File: config.mk
export PLATFORM = sky130hd
export DESIGN_NAME = uart_tx_arbiter
export DESIGN_NICKNAME = d
export VERILOG_FILES = /design/src/rtl/uart_tx_arbiter.sv
export SDC_FILE = /design/constraint.sdc
export NUM_CORES = 1
export LEC_CHECK = 0
export ABC_AREA = 1
export BUFFER_PORTS_ARGS = -buffer_cell sky130_fd_sc_hd__buf_2
export CORE_MARGIN = 3
export CORE_UTILIZATION = 50
export DETAILED_ROUTE_END_ITERATION = 16
export PLACE_DENSITY = 0.95
export SLEW_MARGIN = 20
export SYNTH_ARGS = -nofsm -noshare
export SYNTH_HDL_FRONTEND = slang
export SYNTH_SLANG_ARGS = --single-unit
File: constraint.sdc
create_clock -name clk -period 3.3 [get_ports clk]
set_clock_uncertainty 0.2 [all_clocks]
set_input_delay 0.66 -clock clk [delete_from_list [all_inputs] [get_ports clk]]
set_output_delay 0.66 -clock clk [all_outputs]
set_load 0.03 [all_outputs]
File: src/rtl/uart_tx_arbiter.sv
// uart_tx_arbiter
//   Shares one UART byte transmitter between two requesters (0 = CPU register
//   path, 1 = monitor/debug source). Round-robin at message granularity: the
//   granted requester holds the transmitter until it sends a byte flagged
//   last. A lock timeout force-releases an owner whose valid stays low for
//   LOCK_TIMEOUT consecutive cycles.
//
//   Ports
//     clk, rst_n                  clock, asynchronous active-low reset
//     reqN_data/valid/last        requester N byte, valid, end-of-message
//     reqN_ready                  requester N byte accepted this cycle
//     tx_data/tx_data_valid       byte offered to the transmitter
//     tx_data_ready               transmitter accepts (transfer = valid & ready)
//     grant                       one-hot owner, 00 when idle
//     busy                        lock held
//     timeout_evt                 one-cycle pulse on forced release
//     stat_bytes0/1, stat_timeouts  statistics (zero unless enabled)
//
//   Build option: define UART_TX_ARB_STATS_EN to instantiate the statistics
//   counters; otherwise the stat ports are tied to zero.

module uart_tx_arbiter #(
  parameter int unsigned LOCK_TIMEOUT = 65535,
  parameter int unsigned TO_W         = 16
) (
  input  logic        clk,
  input  logic        rst_n,
  input  logic [7:0]  req0_data,
  input  logic        req0_valid,
  input  logic        req0_last,
  output logic        req0_ready,
  input  logic [7:0]  req1_data,
  input  logic        req1_valid,
  input  logic        req1_last,
  output logic        req1_ready,
  output logic [7:0]  tx_data,
  output logic        tx_data_valid,
  input  logic        tx_data_ready,
  output logic [1:0]  grant,
  output logic        busy,
  output logic        timeout_evt,
  output logic [15:0] stat_bytes0,
  output logic [15:0] stat_bytes1,
  output logic [7:0]  stat_timeouts
);

  localparam logic ST_IDLE   = 1'b0;
  localparam logic ST_LOCKED = 1'b1;

  // Count value on the last tolerated idle cycle; release happens when the
  // counter would reach LOCK_TIMEOUT.
  localparam logic [TO_W-1:0] TO_LAST = TO_W'(LOCK_TIMEOUT - 1);

  logic            state_q, state_d;
  logic [1:0]      grant_q, grant_d;
  logic            rr_q, rr_d;
  logic [TO_W-1:0] to_cnt_q, to_cnt_d;
  logic            evt_q, evt_d;

  logic       locked;
  logic       own1;
  logic       own_valid;
  logic       own_last;
  logic       xfer;
  logic       pick1;

  assign locked    = (state_q == ST_LOCKED);
  assign own1      = grant_q[1];
  assign own_valid = own1 ? req1_valid : req0_valid;
  assign own_last  = own1 ? req1_last  : req0_last;

  assign tx_data_valid = locked & own_valid;
  assign tx_data       = locked ? (own1 ? req1_data : req0_data) : '0;
  assign xfer          = tx_data_valid & tx_data_ready;
  assign req0_ready    = xfer & grant_q[0];
  assign req1_ready    = xfer & grant_q[1];

  assign grant       = grant_q;
  assign busy        = locked;
  assign timeout_evt = evt_q;

  // Requester 1 wins in IDLE when it is alone or when both ask and the
  // pointer favours it.
  assign pick1 = req1_valid & (~req0_valid | rr_q);

  always_comb begin
    state_d  = state_q;
    grant_d  = grant_q;
    rr_d     = rr_q;
    to_cnt_d = to_cnt_q;
    evt_d    = 1'b0;
    if (!locked) begin
      to_cnt_d = '0;
      if (req0_valid | req1_valid) begin
        state_d = ST_LOCKED;
        grant_d = pick1 ? 2'b10 : 2'b01;
      end
    end else if (own_valid) begin
      // An offered byte is never an owner stall, so the timeout cannot fire
      // on a transfer cycle.
      to_cnt_d = '0;
      if (xfer && own_last) begin
        state_d = ST_IDLE;
        grant_d = 2'b00;
        rr_d    = ~own1;
      end
    end else if (to_cnt_q == TO_LAST) begin
      state_d  = ST_IDLE;
      grant_d  = 2'b00;
      rr_d     = ~own1;
      to_cnt_d = '0;
      evt_d    = 1'b1;
    end else begin
      to_cnt_d = to_cnt_q + 1'b1;
    end
  end

  always_ff @(posedge clk or negedge rst_n) begin
    if (!rst_n) begin
      state_q  <= ST_IDLE;
      grant_q  <= 2'b00;
      rr_q     <= 1'b0;
      to_cnt_q <= '0;
      evt_q    <= 1'b0;
    end else begin
      state_q  <= state_d;
      grant_q  <= grant_d;
      rr_q     <= rr_d;
      to_cnt_q <= to_cnt_d;
      evt_q    <= evt_d;
    end
  end

`ifdef UART_TX_ARB_STATS_EN
  logic [15:0] b0_q, b1_q;
  logic [7:0]  to_q;

  always_ff @(posedge clk or negedge rst_n) begin
    if (!rst_n) begin
      b0_q <= '0;
      b1_q <= '0;
      to_q <= '0;
    end else begin
      if (req0_ready) b0_q <= b0_q + 1'b1;
      if (req1_ready) b1_q <= b1_q + 1'b1;
      if (evt_q)      to_q <= to_q + 1'b1;
    end
  end

  assign stat_bytes0   = b0_q;
  assign stat_bytes1   = b1_q;
  assign stat_timeouts = to_q;
`else
  assign stat_bytes0   = '0;
  assign stat_bytes1   = '0;
  assign stat_timeouts = '0;
`endif

endmodule

==> results of run 1 <==
-- how the worst min path moves through the flow --
stage	from	to	slack, ns	cells past startpoint
finish	rst_n	to_cnt_q[8]$_DFF_PN0_	0.08	1
global route	rst_n	to_cnt_q[8]$_DFF_PN0_	0.11	1
CTS	rst_n	to_cnt_q[7]$_DFF_PN0_	0.09	1
detailed placement	to_cnt_q[0]$_DFF_PN0_	to_cnt_q[0]$_DFF_PN0_	0.28	1
global placement	to_cnt_q[0]$_DFF_PN0_	to_cnt_q[0]$_DFF_PN0_	0.27	1
floorplan	rst_n	busy$_DFF_PN0_	0.16	0
-- cell families after synthesis --
| kind of cell | share of synthesized area [%] |
|---|---|
| AOI/OAI and AO/OA | 7.43 |
| adders and majority gates | 1.56 |
| and+or+nand+nor | 29.7 |
| buffers and inverters | 25.0 |
| xor gates and xnor gates | 3.29 |
| DFF | 32.9 |
| other | 0.235 |
-- per-layer routing --
layer	vias to the layer above	global-route usage [%]	share of wire [%]
met5	-	0	0
met3	4	3.96	8.3
met2	43	24.2	48
met4	0	4.96	1.3
li1	669	-	-
met1	575	20.3	42
-- stage by stage --
stage | total power [mW] | utilization (%)
2_1_floorplan | 0.839 | -
6_report | 1.05 | 58.1
5_1_grt | 1.13 | 58.1
3_3_place_gp | 0.920 | 57.2
3_5_place_dp | 0.931 | 57.2
4_1_cts | 1.05 | 58.1
-- area by class of cell --
cell class                      count  area [um^2]
Clock buffer                        4         26.3
Fill cell                         278         1210
Inverter                           20         75.1
Multi-Input combinational cell    174          821
Sequential cell                    21          526
Tap cell                           42         52.6
Timing Repair Buffer               37          185
-- synthesized netlist by cell type --
master,instances,area (um^2)
nor3b_1,2,15.0
nand3_1,8,40.0
nand2_2,6,37.5
xnor2_1,3,26.3
buf_2,1,5.00
nand4_1,1,6.26
o21ai_2,1,8.76
nor3_1,2,10.0
conb_1,1,3.75
or2_2,1,6.26
nand2_1,35,131
nor2_1,46,173
dfrtp_1,21,526
o21ai_4,1,16.3
o21bai_1,2,15.0
a21oi_1,1,5.00
buf_6,1,11.3
o21a_1,1,7.51
inv_2,4,15.0
buf_4,40,300
o21ai_1,1,5.00
ha_1,2,25.0
nor2_4,1,11.3
o22ai_1,1,6.26
inv_1,16,60.1
o21ai_0,9,45.0
clkbuf_1,2,7.51
nand3b_1,1,7.51
nand3b_2,1,11.3
o211a_1,1,10.0
xor2_1,3,26.3
nor2_2,4,25.0
-- flip-flops by register name (all words and copies together) (netlist names) --
name	flops
rr_q	1
timeout_evt	1
busy	1
grant	2
to_cnt_q	16
-- worst max-delay path, cell delays in order, from the launching register on --
cell	delay (ns)
dfrtp_1	0.58
inv_2	0.16
nand2_1	0.10
nand2_1	0.09
nor3_1	0.15
inv_1	0.07
nor2_1	0.08
buf_2	0.19
-- where the power goes --
group          switching [mW]  internal [mW]  total (mW)
Clock                  0.0739         0.0472       0.121
Sequential             0.0577          0.292       0.350
Combinational           0.422          0.153       0.575
Total                   0.553          0.492        1.05
==> run summary, run 1 <==
Antenna diode count: 0
Distinct cells, synth: 32
Fin cells: 298
Critical Path Sink: req0_ready
Critical path arrival: 1.73 ns
Initial DRC Count: 67
Seq cells post-synth: 21
Largest net degree at the start of global routing: 22
Wirelength per Cell: 9.71 um
CTS Buffer Depth: 2
Setup TNS: 0 ns
Ys Warns: 0
MaxCap Viol Count: 0
R2r endpoint: grant[1]$_DFFE_PN0P_
CTS tree: yes
Synth Area per Inst: 7.27 um^2
R2r worst-path depth: 9
Placed insts: 294
Die X: 62.6 um
Commonest cells after routing, fill and taps aside: nor2_1, conb_1, buf_2
Final Wtd Congestion: 0.828
Startpoint class of the critical path: flip-flop
Total GRT Usage: 15.3%
Input/output buffers: 37
Cell area after synthesis: 0.00160 mm^2
Max-slew violation count: 0
Hold Vio Cnt, Final: 0
Non-Filler Cell Area, Final: 0.00169 mm^2
RSZ-0062 raised after global routing: false
Vias in the first global route: 1,112
Drt first pass iters: 4
Row count: 19
Status: finished clean
Post-Place Cell Area: 0.00166 mm^2
Lkg Pwr: 0.911 nW
H-tree Lvls: 1
Peak VDD IR: 0.452 mV
Final Critical Period: 2.59 ns
Reg-to-Reg Start: grant[1]$_DFFE_PN0P_
Die height: 62.6 um
Crit Path Max Fanout: 14
CP Class: reg -> out
CORE AREA: 0.00290 mm^2
Root Driver: clkbuf_4
Layout cell share with drive strength beyond 1: 23.0%
Vias: 1,291
CTS clk-pin slew, worst paths: 0.11 ns
Crit share post-route: 78.4%
Max Clk Rate: 386 MHz
CTS Sinks: 21
Setup repair bufs after CTS: 0
Pre-CTS WS: 1.00 ns
Via-to-Cell Ratio: 4.33
Critical Path RT: 2.44 ns
Setup crit end kind: output port
Congestion Overflow GR: 0
Finish-stage setup viols: 0
Die area: 0.00391 mm^2
Final nets: 282
Final WS setup: 0.713 ns
First-pass GRT wire length: 5000 um
Initial antenna violation count: 0
Final hold slack: 0.0790 ns
Antenna Violating Nets Remaining: 0
Slack of the worst reg-to-reg path: 1.44 ns
Critical path origin: grant[1]$_DFFE_PN0P_
I/O Pins: 78
DP HPWL: 2390 um
Cts bufs inserted: 3
Hold-fix buffers at CTS: 0
Area delta synth->final: 5.40%
Seq/Total Area, Yosys: 32.9%
DRT Wirelength: 2890 um
Starting Density: 55.1%
Post-route DRC: 0
PostCTS Resize Cnt: 0
Worst-Skew Late Latency: 0.31 ns
Syn Inst Count: 220
Cell Pwr Density: 620 mW/mm^2
Hold/Removal Path Class: in -> async
Most common cell after layout, fill and taps aside: nor2_1
Note: power is estimated with default switching activity, not from simulation.
==> run 2: changes to the inputs <==
--- a/config.mk
+++ b/config.mk
@@ -5,12 +5,12 @@
 export SDC_FILE = /design/constraint.sdc
 export NUM_CORES = 1
 export LEC_CHECK = 0
-export ABC_AREA = 1
+export ABC_AREA = 0
 export BUFFER_PORTS_ARGS = -buffer_cell sky130_fd_sc_hd__buf_2
 export CORE_MARGIN = 3
-export CORE_UTILIZATION = 50
+export CORE_UTILIZATION = 45
 export DETAILED_ROUTE_END_ITERATION = 16
-export PLACE_DENSITY = 0.95
+export PLACE_DENSITY = 0.91
 export SLEW_MARGIN = 20
 export SYNTH_ARGS = -nofsm -noshare
 export SYNTH_HDL_FRONTEND = slang
==> constraint.sdc (replaced) <==
create_clock -name clk -period 2.7 [get_ports clk]
set_clock_uncertainty 0.2 [all_clocks]
set_input_delay 0.54 -clock clk [delete_from_list [all_inputs] [get_ports clk]]
set_output_delay 0.54 -clock clk [all_outputs]
set_load 0.03 [all_outputs]
==> run summary, run 2 <==
Setup repair bufs after CTS: 0 (unchanged)
Buffers & Inverters on Critical Path: 2 (-1)
Crit Path Max Fanout: 13 (-1)
Post-synth EDFFs: 0 (unchanged)
Initial antenna violation count: 0 (unchanged)
Distinct cells, synth: 32 (unchanged)
Internal power: 0.599 mW (+22%)
Largest net degree at the start of global routing: 22 (unchanged)
Sw Pwr: 0.609 mW (+10%)
Seq/Total Area, Yosys: 35.1% (+2.3 points)
Final hold slack: 0.329 ns (+0.250 ns)
Vias in the first global route: 1,083 (-2.6%)
Top cell type's share of synthesized area: 35.1% (+2.3 points)
Vias: 1,181 (-8.5%)
Setup crit end kind: output port
PostCTS Resize Cnt: 0 (unchanged)
Ys Warns: 0 (unchanged)
Starting Density: 48.2% (-6.9 points)
Critical Path RT: 1.96 ns (-0.48 ns)
Area delta synth->final: 7.87%
CTS Buffer Depth: 2 (unchanged)
Max incr delay on CP: 0.42 ns (-0.16 ns)
Dominant cell type by area after synthesis: dfrtp_1
Kind of cell adding the most delay to the critical path: simple AND/OR/NAND/NOR gates
Worst Min Path Start: req1_valid
Metal3 WL: 185 um (-23%)
Slew @ Worst Pin: 0.627 ns
Hold/Removal Path Class: in -> reg
Critical path arrival: 1.69 ns (-0.04 ns)
Status: finished clean
CP Cell Sequence: inv_1 > nor3b_1 > and2_1 > buf_2
Overall power: 1.21 mW (+16%)
RSZ-0062 raised after global routing: false
CP Class: reg -> out
I/O Pins: 78 (unchanged)
Logic pwr share: 53.5% (-1.5 points)
DRT Wirelength: 2890 um (about the same)
Final Wtd Congestion: 0.793 (-4.2%)
Cell Pwr Density: 749 mW/mm^2 (+21%)
Fill cell count: 294 (+5.8%)
Part of the power in registers: 33.7% (+0.2 points)
Most common cell after layout, fill and taps aside: conb_1
Top cell types by occurrence after synthesis: buf_4, nor2_1, dfrtp_1
Pre-CTS WS: 0.408 ns (-0.596 ns)
Die X: 63.6 um (+1.7%)
Ys flop type: dfrtp_1
Layout cell share with drive strength beyond 1: 20.2% (-2.9 points)
Finish-stage setup viols: 0 (unchanged)
Wirelength per Cell: 11.3 um (+16%)
Row count: 20 (+1)
Antenna diode count: 0 (unchanged)
Fin util: 52.0% (-6.1 points)
Post-route DRC: 0 (unchanged)
Synth top area cells: dfrtp_1, buf_4, nor2_1, xnor2_1, mux2i_1
Crit share post-route: 90.0%
Async set-reset flop share out of synthesis: 100% (unchanged)
CTS clk-pin slew, worst paths: 0.12 ns (about the same)
Rel. slew slack: 58.1%
Cell area after synthesis: 0.00150 mm^2 (-6.5%)
H-tree Lvls: 1 (unchanged)
Final Critical Period: 2.43 ns
Drt first pass iters: 4 (unchanged)
Worst-Skew Late Latency: 0.31 ns (about the same)
Switching Share: 50.4% (-2.5 points)
Input/output buffers: 37 (unchanged)
Met1 Wirelength: 1110 um (-9.2%)
Setup TNS: 0 ns (unchanged)
Most flop-heavy register: to_cnt_q
Top layer in use: met4
Lkg Pwr: 0.784 nW (-14%)
Fin cells: 257 (-14%)
CP max-delay cell: dfrtp_1
DP HPWL: 2270 um (-5.0%)
CTS Sinks: 21 (unchanged)
Max Clk Rate: 412 MHz
Post-Place Cell Area: 0.00158 mm^2 (-5.1%)
Max FFs per register: 16 (unchanged)
CORE AREA: 0.00310 mm^2 (+7.0%)
Final nets: 239 (-15%)
MaxCap Viol Count: 0 (unchanged)
Top-count cell post-synth: buf_4
Final WS setup: 0.271 ns (-0.442 ns)
Root Driver: clkbuf_4
Clock power frac: 12.8% (+1.2 points)
Cts bufs inserted: 3 (unchanged)
Antenna Violating Nets Remaining: 0 (unchanged)
Congestion Overflow GR: 0 (unchanged)
Commonest cells after routing, fill and taps aside: conb_1, buf_2, nor2_1
Syn Inst Count: 175 (-20%)
Seq cells post-synth: 21 (unchanged)
Hold Vio Cnt, Final: 0 (unchanged)
Met2 routed WL: 1550 um (+11%)
Critical path origin: busy$_DFF_PN0_
Max-slew violation count: 0 (unchanged)
First-pass GRT wire length: 4630 um (-7.3%)
Total GRT Usage: 14.5% (-0.85 points)
Via-to-Cell Ratio: 4.60 (+6.1%)
Peak VDD IR: 0.261 mV (-42%)
Non-Filler Cell Area, Final: 0.00161 mm^2 (-4.3%)
Placed insts: 252 (-14%)
Die area: 0.00405 mm^2 (+3.5%)
Startpoint class of the critical path: flip-flop
Initial DRC Count: 55 (-18%)
Reg-to-Reg Start: to_cnt_q[0]$_DFF_PN0_
CTS tree: yes
Die height: 63.6 um (+1.7%)
Synth Area per Inst: 8.54 um^2 (+18%)
## run 2: cell types whose count changed in the layout (fill, tap and decap cells not counted), sizes merged, moves of 3 or more
cell,delta
nand2,-35
nor2,-21
inv,-13
mux2i,+9
o21ai,-9
xnor2,+8
nand4,+3
nor3,+3
nor4,+3
## run 2: path summary, 6_finish.rpt
kind                                               end  slack [ns]  depth (start not counted)
worst max-delay path                        req0_ready        0.27                          4
worst min-delay path                    busy$_DFF_PN0_        0.33                          3
worst max register to register  to_cnt_q[15]$_DFF_PN0_        0.40                          6
worst min register to register          busy$_DFF_PN0_        0.34                          1
max in group asynchronous        to_cnt_q[9]$_DFF_PN0_        1.50                          2
min in group asynchronous        to_cnt_q[4]$_DFF_PN0_        0.50                          2
## run 2: cells by family after synthesis
logic type,share of synthesized area [%]
fa+ha+maj,1.67
compound gates,5.61
flops,35.1
other cells,0.251
xor+xnor,7.62
buf+inv,23.3
mux,6.03
simple gates,20.4
## run 2: power groups by stage
| stage | combinational, mW | clock (mW) | sequential [mW] |
|---|---|---|---|
| final | 0.646 | 0.155 | 0.407 |
| after global routing | 0.702 | 0.171 | 0.414 |
| after CTS | 0.647 | 0.160 | 0.406 |
| after detailed placement | 0.644 | 0 | 0.413 |
| after global placement | 0.630 | 0 | 0.409 |
| after floorplan | 0.499 | 0 | 0.441 |
## run 2: repair_timing
| action | in CTS | in global routing |
|---|---|---|
| hold endpoints to repair | 21 | 0 |
| endpoints found under the setup margin | 0 | 0 |
| hold buffers | 1 | 0 |
## run 2: cell type report
class	instances	area [um^2]	share of cell area [%]
Clock buffer	3	22.5	1.40
Clock inverter	1	5.00	0.310
Inverter	7	26.3	1.63
Multi-Input combinational cell	141	768	47.6
Sequential cell	21	526	32.6
Tap cell	44	55.1	3.41
Timing Repair Buffer	40	210	13.0
## run 2: worst register-to-register path: stages (launching register included)
cell	delay, ns
dfrtp_1	0.46
inv_1	0.09
ha_1	0.15
nand3_1	0.09
or4_1	0.59
nand3_1	0.48
a21oi_1	0.11
## run 2: metal layers
metal | global-route usage (%) | vias up
met2 | 25.4 | 43
met3 | 3.92 | 5
met1 | 16.5 | 555
met5 | 0 | -
met4 | 5.66 | 0
li1 | - | 578
==> run 3: changes to the inputs <==
--- a/config.mk
+++ b/config.mk
@@ -7,6 +7,7 @@
 export LEC_CHECK = 0
 export ABC_AREA = 0
 export BUFFER_PORTS_ARGS = -buffer_cell sky130_fd_sc_hd__buf_2
+export CAP_MARGIN = 30
 export CORE_MARGIN = 3
 export CORE_UTILIZATION = 45
 export DETAILED_ROUTE_END_ITERATION = 16
==> constraint.sdc (replaced) <==
create_clock -name clk -period 2.37 [get_ports clk]
set_clock_uncertainty 0.2 [all_clocks]
set_input_delay 0.474 -clock clk [delete_from_list [all_inputs] [get_ports clk]]
set_output_delay 0.474 -clock clk [all_outputs]
set_load 0.03 [all_outputs]
==> run summary, run 3 (same netlist as run 2, synthesis figures left out) <==
Crit share post-route: 89.9%
CP Class: reg -> out
Die area: 0.00405 mm^2 (unchanged)
Antenna Violating Nets Remaining: 0 (unchanged)
CTS Buffer Depth: 2 (unchanged)
Crit Path Max Fanout: 4 (-9)
Peak VDD IR: 0.294 mV (+13%)
Final nets: 242 (+1.3%)
I/O Pins: 78 (unchanged)
Most common cell after layout, fill and taps aside: conb_1
Post-route DRC: 0 (unchanged)
Vias: 1,160 (-1.8%)
RSZ-0062 raised after global routing: false
Fill cell count: 289 (-1.7%)
Vias in the first global route: 953 (-12%)
Die X: 63.6 um (unchanged)
Kind of cell adding the most delay to the critical path: simple AND/OR/NAND/NOR gates
Root Driver: clkbuf_4
Largest net degree at the start of global routing: 22 (unchanged)
CTS clk-pin slew, worst paths: 0.10 ns (-0.02 ns)
Max incr delay on CP: 0.41 ns (about the same)
Starting Density: 48.2% (unchanged)
Most flop-heavy register: to_cnt_q
Congestion Overflow GR: 0 (unchanged)
Sw Pwr: 0.698 mW (+15%)
Cell Pwr Density: 856 mW/mm^2 (+14%)
Setup repair bufs after CTS: 0 (unchanged)
Max-slew violation count: 0 (unchanged)
Overall power: 1.42 mW (+17%)
Max FFs per register: 16 (unchanged)
Final Critical Period: 2.13 ns
Row count: 20 (unchanged)
Logic pwr share: 55.8% (+2.3 points)
Internal power: 0.720 mW (+20%)
Worst-Skew Late Latency: 0.30 ns (about the same)
MaxCap Viol Count: 0 (unchanged)
Antenna diode count: 0 (unchanged)
Hold/Removal Path Class: in -> reg
Hold Vio Cnt, Final: 0 (unchanged)
Wirelength per Cell: 10.6 um (-6.2%)
Buffers & Inverters on Critical Path: 1 (-1)
Input/output buffers: 37 (unchanged)
Max Clk Rate: 469 MHz
Layout cell share with drive strength beyond 1: 24.5% (+4.3 points)
Setup crit end kind: output port
Critical Path RT: 1.70 ns (-0.26 ns)
DRT Wirelength: 2740 um (-5.1%)
Die height: 63.6 um (unchanged)
CORE AREA: 0.00310 mm^2 (unchanged)
Cts bufs inserted: 3 (unchanged)
Clock power frac: 11.6% (-1.2 points)
Startpoint class of the critical path: flip-flop
Commonest cells after routing, fill and taps aside: conb_1, buf_2, nor2_1
First-pass GRT wire length: 4130 um (-11%)
H-tree Lvls: 1 (unchanged)
Finish-stage setup viols: 0 (unchanged)
Lkg Pwr: 0.799 nW (+1.8%)
Final Wtd Congestion: 0.854 (+7.7%)
Via-to-Cell Ratio: 4.46 (-2.9%)
Status: finished clean
CP Cell Sequence: mux2i_1 > nor3b_2 > and2_1 > buf_2
Total GRT Usage: 12.6% (-1.9 points)
Slack of the worst reg-to-reg path: 0.24 ns (-0.16 ns)
Part of the power in registers: 32.6% (-1.1 points)
Area delta synth->final: 10.8%
CTS Sinks: 21 (unchanged)
Setup TNS: 0 ns (unchanged)
Drt first pass iters: 4 (unchanged)
Switching Share: 49.2% (-1.2 points)
Critical path arrival: 1.46 ns (-0.23 ns)
DP HPWL: 2210 um (-2.6%)
Initial DRC Count: 61 (+11%)
Initial antenna violation count: 0 (unchanged)
CP max-delay cell: dfrtp_1
CTS tree: yes
[run 3: path summary, 6_finish.rpt]
path	start	cells past startpoint	to
max in group asynchronous	rst_n	2	grant[0]$_DFFE_PN0P_
hold reg to reg	to_cnt_q[0]$_DFF_PN0_	1	to_cnt_q[0]$_DFF_PN0_
setup reg to reg	to_cnt_q[0]$_DFF_PN0_	6	rr_q$_DFFE_PN0P_
setup / recovery	grant[1]$_DFFE_PN0P_	4	req1_ready
hold / removal	req1_last	3	rr_q$_DFFE_PN0P_
min in group asynchronous	rst_n	2	to_cnt_q[13]$_DFF_PN0_
[run 3: layer usage]
metal,GRT usage (%),wire (um)
met3,3.21,143
met5,0,0
met4,2.43,13
met1,15.7,1160
met2,21.9,1430
[run 3: what timing repair did]
item                                   CTS  global route
endpoints found under the hold margin   21             0
hold buffers                             1             0
gates resized for setup                  0             1
setup endpoints to repair                0             2
[run 3: power by group through the flow]
stage | Combinational [mW] | Clock, mW | Sequential, mW
floorplan | 0.594 | 0 | 0.503
global route | 0.851 | 0.187 | 0.471
CTS | 0.790 | 0.173 | 0.461
global placement | 0.776 | 0 | 0.462
finish | 0.791 | 0.165 | 0.462
detailed placement | 0.788 | 0 | 0.469
[run 3: worst register-to-register path, stage by stage, from the launching register on]
cell and delay [ns]:
dfrtp_1 0.45, inv_1 0.09, ha_1 0.15, nand3_1 0.09
or4_1 0.58, or3_1 0.33, a22oi_1 0.18
[run 3: through the flow]
stage / util [%] / setup WS [ns] / hold slack, ns / instances / cell area [um^2]
after floorplan: - / 0.0922 / -0.0216 / 214 / 1660
after global placement: 52.1 / 0.266 / 0.249 / 255 / 1620
after detailed placement: 52.1 / 0.251 / 0.251 / 255 / 1620
after CTS: 53.2 / 0.0893 / 0.273 / 260 / 1650
after global routing: 53.4 / 0.0949 / 0.274 / 260 / 1660
final: 53.4 / 0.240 / 0.278 / 260 / 1660
[run 3: layout make-up]
type / count / area [um^2] / area share [%]
multi-input cells: 141 / 791 / 47.7
flip-flops and latches: 21 / 526 / 31.7
repair buffers: 43 / 233 / 14.0
well taps: 44 / 55.1 / 3.32
clock buffers: 4 / 26.3 / 1.59
inverters: 7 / 26.3 / 1.59
